[config.mk]
export PLATFORM = sky130hd
export DESIGN_NAME = arm_control_unit_flat
export DESIGN_NICKNAME = d
export VERILOG_FILES = /design/src/rtl/arm_ctrl_pkg.sv /design/src/rtl/arm_control_unit_if.sv /design/src/rtl/arm_cond_logic.sv /design/src/rtl/arm_control_unit.sv /design/src/flat_wrapper.sv
export SDC_FILE = /design/constraint.sdc
export NUM_CORES = 1
export LEC_CHECK = 0
export CAP_MARGIN = 30
export CORE_MARGIN = 3
export CORE_UTILIZATION = 36
export DETAILED_ROUTE_END_ITERATION = 8
export GPL_TIMING_DRIVEN = 0
export PLACE_DENSITY = 0.78
export SLEW_MARGIN = 20
export SYNTH_ARGS = -nofsm -noshare
export SYNTH_HDL_FRONTEND = slang
export SYNTH_SLANG_ARGS = --single-unit
[constraint.sdc]
create_clock -name CLK -period 2.6 [get_ports CLK]
set_input_delay 0.65 -clock CLK [delete_from_list [all_inputs] [get_ports CLK]]
set_output_delay 0.65 -clock CLK [all_outputs]
set_load 0.01 [all_outputs]
[src/rtl/arm_ctrl_pkg.sv]
// Shared encodings for the single-cycle ARM control unit: ALU ops, opcodes,
// data-processing commands, condition codes, mux selects and flag bit indices.
package arm_ctrl_pkg;

  localparam logic [3:0] PC_REG = 4'd15;

  typedef enum logic [1:0] {
    ALU_ADD = 2'b00,
    ALU_SUB = 2'b01,
    ALU_AND = 2'b10,
    ALU_ORR = 2'b11
  } alu_op_e;

  typedef enum logic [1:0] {
    OP_DP  = 2'b00,
    OP_MEM = 2'b01,
    OP_BR  = 2'b10,
    OP_UND = 2'b11
  } op_e;

  localparam logic [3:0] CMD_AND = 4'b0000;
  localparam logic [3:0] CMD_SUB = 4'b0010;
  localparam logic [3:0] CMD_ADD = 4'b0100;
  localparam logic [3:0] CMD_CMP = 4'b1010;
  localparam logic [3:0] CMD_ORR = 4'b1100;

  typedef enum logic [3:0] {
    COND_EQ = 4'b0000, COND_NE = 4'b0001, COND_CS = 4'b0010, COND_CC = 4'b0011,
    COND_MI = 4'b0100, COND_PL = 4'b0101, COND_VS = 4'b0110, COND_VC = 4'b0111,
    COND_HI = 4'b1000, COND_LS = 4'b1001, COND_GE = 4'b1010, COND_LT = 4'b1011,
    COND_GT = 4'b1100, COND_LE = 4'b1101, COND_AL = 4'b1110, COND_NV = 4'b1111
  } cond_e;

  localparam logic [1:0] IMM_DP  = 2'b00;
  localparam logic [1:0] IMM_MEM = 2'b01;
  localparam logic [1:0] IMM_BR  = 2'b10;

  localparam logic [1:0] ALUSRC_RD2 = 2'b00;
  localparam logic [1:0] ALUSRC_IMM = 2'b01;

  localparam logic [1:0] REGSRC_STD = 2'b00;
  localparam logic [1:0] REGSRC_PC  = 2'b01;
  localparam logic [1:0] REGSRC_RD  = 2'b10;

  localparam int FLAG_N = 3;
  localparam int FLAG_Z = 2;
  localparam int FLAG_C = 1;
  localparam int FLAG_V = 0;

endpackage

[src/rtl/arm_control_unit_if.sv]
// Instruction-field / control-strobe bundle between datapath (master) and
// control unit (slave).
interface arm_control_unit_if;
  logic [3:0] Cond;
  logic [1:0] Op;
  logic [5:0] Funct;
  logic [3:0] Rd;
  logic [3:0] ALUFlags;
  logic       PCSrc;
  logic       RegWrite;
  logic       MemWrite;
  logic       MemtoReg;
  logic [1:0] ALUSrc;
  logic [1:0] ImmSrc;
  logic [1:0] RegSrc;
  logic [1:0] ALUControl;
  logic [3:0] Flags;

  modport master (
    output Cond, Op, Funct, Rd, ALUFlags,
    input  PCSrc, RegWrite, MemWrite, MemtoReg, ALUSrc, ImmSrc, RegSrc, ALUControl, Flags
  );

  modport slave (
    input  Cond, Op, Funct, Rd, ALUFlags,
    output PCSrc, RegWrite, MemWrite, MemtoReg, ALUSrc, ImmSrc, RegSrc, ALUControl, Flags
  );
endinterface

[src/rtl/arm_cond_logic.sv]
// NZCV flag register, condition evaluation against the registered flags, and
// gating of the architectural write strobes (forced off while RST is high).
module arm_cond_logic
  import arm_ctrl_pkg::*;
(
  input  logic       clk,
  input  logic       rst,
  input  logic [3:0] cond,
  input  logic [3:0] alu_flags,
  input  logic [1:0] flag_w,
  input  logic       pcs,
  input  logic       reg_w,
  input  logic       mem_w,
  input  logic       no_write,
  output logic       pc_src,
  output logic       reg_write,
  output logic       mem_write,
  output logic [3:0] flags
);

  logic [3:0] flags_q, flags_d;
  logic       cond_ex;
  logic       n, z, c, v;

  assign n = flags_q[FLAG_N];
  assign z = flags_q[FLAG_Z];
  assign c = flags_q[FLAG_C];
  assign v = flags_q[FLAG_V];

  always_comb begin
    cond_ex = 1'b0;
    case (cond)
      COND_EQ: cond_ex = z;
      COND_NE: cond_ex = ~z;
      COND_CS: cond_ex = c;
      COND_CC: cond_ex = ~c;
      COND_MI: cond_ex = n;
      COND_PL: cond_ex = ~n;
      COND_VS: cond_ex = v;
      COND_VC: cond_ex = ~v;
      COND_HI: cond_ex = c & ~z;
      COND_LS: cond_ex = ~c | z;
      COND_GE: cond_ex = (n == v);
      COND_LT: cond_ex = (n != v);
      COND_GT: cond_ex = ~z & (n == v);
      COND_LE: cond_ex = z | (n != v);
      COND_AL: cond_ex = 1'b1;
      default: cond_ex = 1'b0;
    endcase
  end

  // NZ and CV update independently so logical ops leave C/V untouched.
  always_comb begin
    flags_d = flags_q;
    if (flag_w[1] & cond_ex) flags_d[3:2] = alu_flags[3:2];
    if (flag_w[0] & cond_ex) flags_d[1:0] = alu_flags[1:0];
  end

  always_ff @(posedge clk) begin
    if (rst) flags_q <= 4'b0000;
    else     flags_q <= flags_d;
  end

  assign pc_src    = ~rst & pcs & cond_ex;
  assign reg_write = ~rst & reg_w & cond_ex & ~no_write;
  assign mem_write = ~rst & mem_w & cond_ex;
  assign flags     = flags_q;

endmodule

[src/rtl/arm_control_unit.sv]
// Single-cycle ARM control unit: main/ALU decode here, conditional execution
// in arm_cond_logic. Define ARM_CTRL_CMP_EN to decode cmd 1010 as CMP.
module arm_control_unit
  import arm_ctrl_pkg::*;
(
  input  logic                CLK,
  input  logic                RST,
  arm_control_unit_if.slave   bus
);

  logic       reg_w, mem_w, mem_to_reg, branch, no_write, pcs, s_bit;
  logic [1:0] alu_src, imm_src, reg_src, alu_ctrl, flag_w;

  assign s_bit = bus.Funct[0];

  always_comb begin
    reg_w      = 1'b0;
    mem_w      = 1'b0;
    mem_to_reg = 1'b0;
    branch     = 1'b0;
    no_write   = 1'b0;
    alu_src    = ALUSRC_RD2;
    imm_src    = IMM_DP;
    reg_src    = REGSRC_STD;
    alu_ctrl   = ALU_ADD;
    flag_w     = 2'b00;
    case (bus.Op)
      OP_DP: begin
        alu_src = bus.Funct[5] ? ALUSRC_IMM : ALUSRC_RD2;
        case (bus.Funct[4:1])
          CMD_ADD: begin reg_w = 1'b1; alu_ctrl = ALU_ADD; flag_w = {2{s_bit}};  end
          CMD_SUB: begin reg_w = 1'b1; alu_ctrl = ALU_SUB; flag_w = {2{s_bit}};  end
          CMD_AND: begin reg_w = 1'b1; alu_ctrl = ALU_AND; flag_w = {s_bit, 1'b0}; end
          CMD_ORR: begin reg_w = 1'b1; alu_ctrl = ALU_ORR; flag_w = {s_bit, 1'b0}; end
`ifdef ARM_CTRL_CMP_EN
          CMD_CMP: begin reg_w = 1'b1; no_write = 1'b1; alu_ctrl = ALU_SUB; flag_w = 2'b11; end
`endif
          default: ;
        endcase
      end
      OP_MEM: begin
        alu_src  = ALUSRC_IMM;
        imm_src  = IMM_MEM;
        alu_ctrl = bus.Funct[3] ? ALU_ADD : ALU_SUB;
        if (bus.Funct[0]) begin
          reg_w      = 1'b1;
          mem_to_reg = 1'b1;
        end else begin
          mem_w   = 1'b1;
          reg_src = REGSRC_RD;
        end
      end
      OP_BR: begin
        branch  = 1'b1;
        alu_src = ALUSRC_IMM;
        imm_src = IMM_BR;
        reg_src = REGSRC_PC;
      end
      default: ;
    endcase
  end

  // A compare never redirects the PC even when its Rd field names the PC.
  assign pcs = branch | (reg_w & ~no_write & (bus.Rd == PC_REG));

  assign bus.MemtoReg   = mem_to_reg;
  assign bus.ALUSrc     = alu_src;
  assign bus.ImmSrc     = imm_src;
  assign bus.RegSrc     = reg_src;
  assign bus.ALUControl = alu_ctrl;

  arm_cond_logic u_cond (
    .clk       (CLK),
    .rst       (RST),
    .cond      (bus.Cond),
    .alu_flags (bus.ALUFlags),
    .flag_w    (flag_w),
    .pcs       (pcs),
    .reg_w     (reg_w),
    .mem_w     (mem_w),
    .no_write  (no_write),
    .pc_src    (bus.PCSrc),
    .reg_write (bus.RegWrite),
    .mem_write (bus.MemWrite),
    .flags     (bus.Flags)
  );

endmodule

[src/flat_wrapper.sv]
// flat-port wrapper written by rule: the top's interface ports become plain ports
module arm_control_unit_flat import arm_ctrl_pkg::*;
  (CLK, RST, bus_Cond, bus_Op, bus_Funct, bus_Rd, bus_ALUFlags, bus_PCSrc, bus_RegWrite, bus_MemWrite, bus_MemtoReg, bus_ALUSrc, bus_ImmSrc, bus_RegSrc, bus_ALUControl, bus_Flags);
  arm_control_unit_if bus_i ();
  input  logic CLK;
  input  logic RST;
  input wire logic [$bits(bus_i.Cond)-1:0] bus_Cond;
  input wire logic [$bits(bus_i.Op)-1:0] bus_Op;
  input wire logic [$bits(bus_i.Funct)-1:0] bus_Funct;
  input wire logic [$bits(bus_i.Rd)-1:0] bus_Rd;
  input wire logic [$bits(bus_i.ALUFlags)-1:0] bus_ALUFlags;
  output wire logic [$bits(bus_i.PCSrc)-1:0] bus_PCSrc;
  output wire logic [$bits(bus_i.RegWrite)-1:0] bus_RegWrite;
  output wire logic [$bits(bus_i.MemWrite)-1:0] bus_MemWrite;
  output wire logic [$bits(bus_i.MemtoReg)-1:0] bus_MemtoReg;
  output wire logic [$bits(bus_i.ALUSrc)-1:0] bus_ALUSrc;
  output wire logic [$bits(bus_i.ImmSrc)-1:0] bus_ImmSrc;
  output wire logic [$bits(bus_i.RegSrc)-1:0] bus_RegSrc;
  output wire logic [$bits(bus_i.ALUControl)-1:0] bus_ALUControl;
  output wire logic [$bits(bus_i.Flags)-1:0] bus_Flags;
  assign bus_i.Cond = bus_Cond;
  assign bus_i.Op = bus_Op;
  assign bus_i.Funct = bus_Funct;
  assign bus_i.Rd = bus_Rd;
  assign bus_i.ALUFlags = bus_ALUFlags;
  assign bus_PCSrc = bus_i.PCSrc;
  assign bus_RegWrite = bus_i.RegWrite;
  assign bus_MemWrite = bus_i.MemWrite;
  assign bus_MemtoReg = bus_i.MemtoReg;
  assign bus_ALUSrc = bus_i.ALUSrc;
  assign bus_ImmSrc = bus_i.ImmSrc;
  assign bus_RegSrc = bus_i.RegSrc;
  assign bus_ALUControl = bus_i.ALUControl;
  assign bus_Flags = bus_i.Flags;
  arm_control_unit u_core (.CLK(CLK), .RST(RST), .bus(bus_i));
endmodule
# Yosys cells after proc, flatten, opt, wreduce, memory -nomap -nowiden
# Cells that the tools add are included.
dict set report word_totals {
  ff_bits 4
  inputBits 22
  output_inout_bits 16
  elab_cells 68
}
dict set report op_classes {
  eq_ne 22
  mux 18
  n_bitwise 19
  n_reduce_logical 7
}
# op count
set op_table {}
lappend op_table {{4-bit == test (second input constant)} 9}
lappend op_table {{4-bit by 3-bit == test with 1-bit output (second input constant)} 5}
lappend op_table {{2-bit case mux with 2 select lines} 5}
lappend op_table {{1-bit case mux with 15 select lines} 1}
lappend op_table {{4-bit by 2-bit == test with 1-bit output (second input constant)} 3}
lappend op_table {{1-bit AND} 11}
lappend op_table {{4-bit logical NOT} 2}
lappend op_table {{1-bit 2-to-1 mux} 8}
lappend op_table {{2-bit case mux with 3 select lines} 1}
lappend op_table {{2-bit OR reduction} 3}
lappend op_table {{1-bit inverter} 5}
lappend op_table {{4-bit by 1-bit == test with 1-bit output (second input constant)} 1}
lappend op_table {{2-bit 2-to-1 mux} 2}
lappend op_table {{4-bit OR reduction} 1}
lappend op_table {{1-bit bitwise OR} 3}
lappend op_table {{2-bit by 1-bit == test with 1-bit output (second input constant)} 1}
lappend op_table {{2-bit == test (second input constant)} 1}
lappend op_table {{2-bit logical NOT} 1}
lappend op_table {{1-bit case mux with 2 select lines} 1}
lappend op_table {{1-bit == test} 1}
lappend op_table {{1-bit inequality test} 1}

# Longest topological paths before layout
dict set report depth {
  word_depth 8
  mapped_depth 7
  mapped_depth_nobuf 7
}

# Hierarchy
# A second synthesis with hierarchy kept.
dict set report hier_totals {
  hier_cells 90
  hier_area_um2 768.2
}
# mod n_inst cells_each area_per_inst_um2 seq_area_each_um2
set modules_own_cells {}
lappend modules_own_cells {arm_cond_logic 1 58 540.5 80.1}
lappend modules_own_cells {arm_control_unit 1 32 227.7 0.0}

# Worst setup path after synthesis
# No wires, ideal clock.
dict set report synth_path {
  path_kind {input to output}
  startpoint {input bus_Cond[0]}
  endpoint {output bus_RegWrite}
  arrival_ns 1.808
  required_ns 1.950
  setup_slack_ns 0.142
  stages 6
  path_buffers 1
  path_cell_list {buf_4 > nor3b_1 > o211ai_1 > a31oi_1 > a311oi_4 > a211oi_1}
}
dict set report synth_via {
  elab_chain_len 3
  word_cells_on_any_way 17
  cone_classes {eq/ne: 14; mux: 1; bitwise: 1; reduce/logical: 1}
}
# item line_no
set synth_lines {}
lappend synth_lines {{from (decl)} flat_wrapper.sv:7} ;# input wire logic [$bits(bus_i.Cond)-1:0] bus_Cond;
lappend synth_lines {{4-bit == test, or another cell as far along} arm_cond_logic.sv:32} ;# case (cond)
lappend synth_lines {{1-bit case mux with 15 select lines *} arm_cond_logic.sv:32}
lappend synth_lines {{1-bit AND *} arm_cond_logic.sv:65} ;# assign reg_write = ~rst & reg_w & cond_ex & ~no_write;
lappend synth_lines {{to (decl)} flat_wrapper.sv:13} ;# output wire logic [$bits(bus_i.RegWrite)-1:0] bus_RegWrite;
# Every way passes the cells marked *; elsewhere a longest branch is shown, timed or not.

# Final worst setup path
# Same ends and word-level chain as after synthesis.

==> flow_metrics.py <==
metrics = {
    "timing": {
        "tns_ns": -0.1901,
        "finalHoldViolCount": 0,
        "setup_viol": 3,
        "finalClockSkew_ns": 0.003510,
        "timing_max_transition_violations_final": 0,
        "rsz0062_at_grt": "true",
        "fin_crit_sh": 1.028,
        "hold_ws_ns": 0.5202,
        "final.min_clock_period_ns": 2.672,
        "layout_setup_ws_ns": -0.07176,
        "timing.fmax_mhz": 374.3,
    },
    "critical_path": {
        "cp_common_cell": "buf_6",
        "path_delay_family": "compound AO/OA/AOI/OAI gates",
        "critPathBufInv": 4,
        "crit_fanout": 5,
        "cpMaxStageDelayCell": "o311a_1",
        "crit_path_cell_trace": "buf_6 > buf_6 > xor2_1 > o311a_1 > a311oi_4 > buf_4 > a211oi_1 > buf_2",
        "worstSetupEndpointType": "output pin",
        "crit_type": "input port to output pin",
        "required_ns": 1.95,
        "cp.arrival_ns": 2.02,
        "ff2ff_path_depth": 8,
        "crit_path_start_kind": "input port",
        "max_stage_delay_ns": 0.38,
        "worstSetupPathDepth": 8,
    },
    "grt": {
        "antenna_found_initial": 0,
        "use_met1": 0.2143,
        "grt_use_met3": 0.03759,
        "grt_usage": 0.1668,
        "use_met2": 0.2850,
        "grt_first_pass_wirelength_um": 2691,
        "grt_overflow": 0,
        "grt_pass1_vias": 588,
        "grt.busiest_layer": "met2",
        "grt_max_degree": 11,
    },
    "final_layout": {
        "area.growth.synth_to_final_pct": 76.65,
        "n_antenna_cell": 0,
        "nets": 149,
        "largest_reg_flops": 4,
        "layout-drive-gt1-share": 0.2727,
    },
    "clock_network": {
        "clk_latency_ns": 0.24,
        "clock-sinks": 4,
        "root_buffer": "clkbuf_4",
        "path_clk_slew_ns": 0.04,
        "clockBufferDepth": 2,
        "cts_made_buffers": 3,
        "h-tree-depth": 1,
        "cts_tree": "built",
    },
    "place": {
        "place_hpwl_um": 1355,
        "port_buffers": 36,
        "finalWeightedCongestion": 0.6996,
    },
    "hold_path": {
        "hold_path_class": "flop to flop",
        "min_path_cells": 2,
    },
    "drt": {
        "drt-total-wl_um": 1793,
        "via_per_inst": 5.146,
        "remaining_drc_errors": 0,
        "drt-pass1-iter-count": 4,
        "num_vias": 705,
        "post_drt_wl_per_cell_um": 13.09,
        "drt_iter0_drc": 5,
        "detail-route-antenna-nets": 0,
    },
    "pwr": {
        "worst_ir_drop_vdd_mv": 0.1973,
        "p_per_area_nw_per_um2": 248.2,
        "p_leak_nw": 0.4989,
    },
    "floorplan": {
        "start_util": 0.3976,
        "die_y_um": 47.73,
        "dieArea_sq_um": 2278,
        "ioPinCount": 38,
        "rows": 14,
        "core_sq_um": 1577,
        "fp.dieW_um": 47.73,
    },
    "yosys": {
        "synth.area.top_cells": "dfxtp_1 (13%), nand2b_1 (9.0%), ha_1 (8.0%), xnor2_1 (7.0%), mux2i_1 (6.4%)",
        "syn_area_per_cell_sq_um": 8.037,
        "synth-seq-cells": 4,
        "synthesis.area_sq_um": 626.9,
        "synth_top_cell_by_area": "dfxtp_1",
        "synth-edff-count": 0,
        "synthCells": 78,
        "synthFlopType": "dfxtp_1",
        "async_flop_share": 0,
        "syn_nets": 104,
        "synth_top_area_share": 0.1277,
        "ys_types": 34,
        "yosysSeqAreaShare": 0.1277,
        "ys.warnings.count": 0,
    },
    "status": {
        "failed_checks": "negative setup slack",
        "outcome": "complete, but fails checks",
    },
    "job": {
        "maxCapViolations": 0,
    },
}
-- kinds of logic after synthesis --
logic type | Yosys count | synth area share
AO/OA/AOI/OAI | 15 | 0.1937
XOR/XNOR | 7 | 0.09781
adder cells (fa/ha/maj) | 4 | 0.07984
buffers and inverters | 10 | 0.07983
flip-flops | 4 | 0.1277
multiplexers | 4 | 0.06387
other | 1 | 0.005982
AND/OR/NAND/NOR | 33 | 0.3513
-- cell usage after synthesis, drive strengths merged (2+ instances only) --
master	n
a21oi	4
buf	4
dfxtp	4
ha	4
inv	5
mux2i	4
nand2	2
nand2b	9
nor2	4
nor2b	5
nor3	3
nor3b	4
nor4	2
o21ai	2
xnor2	5
xor2	2
-- cells in the final DEF, fill, tap and decap left out, drive strengths merged --
cell,synthesis,layout
clkdlybuf4s50,0,19
nor2,4,4
o311a,1,1
conb,1,1
nor3,3,3
buf,4,14
o21bai,1,1
ha,4,4
and3b,1,1
nor2b,5,5
a31oi,1,1
clkbuf,1,4
inv,5,5
xor2,2,2
dlymetal6s2s,0,5
nor4,2,2
o22ai,1,1
dfxtp,4,4
nand2,2,2
or2b,1,1
nand4,1,1
a21oi,4,4
nor3b,4,4
o31ai,1,1
o21ai,2,2
mux2i,4,4
nand2b,9,9
dlygate4sd2,0,6
a311oi,1,1
nor4bb,1,1
a22oi,1,1
o211ai,1,1
a211oi,1,1
xnor2,5,5
-- worst register-to-register path, cell delays in order, from the launching register on --
cell      delay (ns)
dfxtp_1         0.32
buf_2           0.18
nor4bb_2        0.25
o31ai_2         0.10
a31oi_2         0.23
a311oi_4        0.08
buf_4           0.16
nor4_4          0.30
mux2i_1         0.22
-- stage by stage --
| stage | cell area (sq um) | setup slack, ns | power, mW | utilization | std cells |
|---|---|---|---|---|---|
| finish | 1107 | -0.07176 | 0.2748 | 0.7024 | 137 |
| global route | 1107 | -0.1488 | 0.2920 | 0.7024 | 137 |
| CTS | 1072 | -0.1286 | 0.2758 | 0.6802 | 137 |
| detailed placement | 1007 | -0.9137 | 0.1809 | 0.6389 | 130 |
| global placement | 1007 | -0.8798 | 0.1778 | 0.6389 | 130 |
| floorplan | 626.9 | 0.1417 | 0.1185 | - | 78 |
-- metal layers --
| metal | vias to the layer above | wire, um |
|---|---|---|
| met5 | - | 0 |
| met3 | 2 | 74 |
| li1 | 359 | - |
| met1 | 329 | 742 |
| met2 | 15 | 959 |
| met4 | 0 | 16 |
-- timing repair --
item | CTS | global route
hold buffers | 0 | 0
resized for setup | 45 | 13
buffers inserted | 3 | 0
pin swaps | 5 | 4
hold endpoints to repair | 0 | 0
setup endpoints to repair | 11 | 7
gates cloned | 1 | 0
-- final timing paths --
| check | end | start | slack [ns] |
|---|---|---|---|
| worst max-delay path | bus_RegWrite | bus_Cond[0] | -0.07 |
| worst min-delay path | u_core.u_cond.flags[1] | u_core.u_cond.flags[1] | 0.52 |
| worst max register to register | u_core.u_cond.flags[1] | u_core.u_cond.flags[3] | 0.68 |
| worst min register to register | u_core.u_cond.flags[1] | u_core.u_cond.flags[1] | 0.52 |
-- layout make-up --
cell class	instances	area, sq um
flip-flops and latches	4	80.08
inverters	5	18.77
multi-input cells	64	553.0
plain buffers	5	35.03
well taps	16	20.02
clock buffers	3	22.52
repair buffers	40	377.9
fillers	143	469.2
-- power by group --
group	internal (mW)	switching, mW	leakage [nW]
registers	0.0620	0.000464	0.0322
logic	0.0750	0.0556	0.453
clock network	0.0519	0.0298	0.0138
total	0.189	0.0859	0.499
Power figures use the tool's default switching activity.
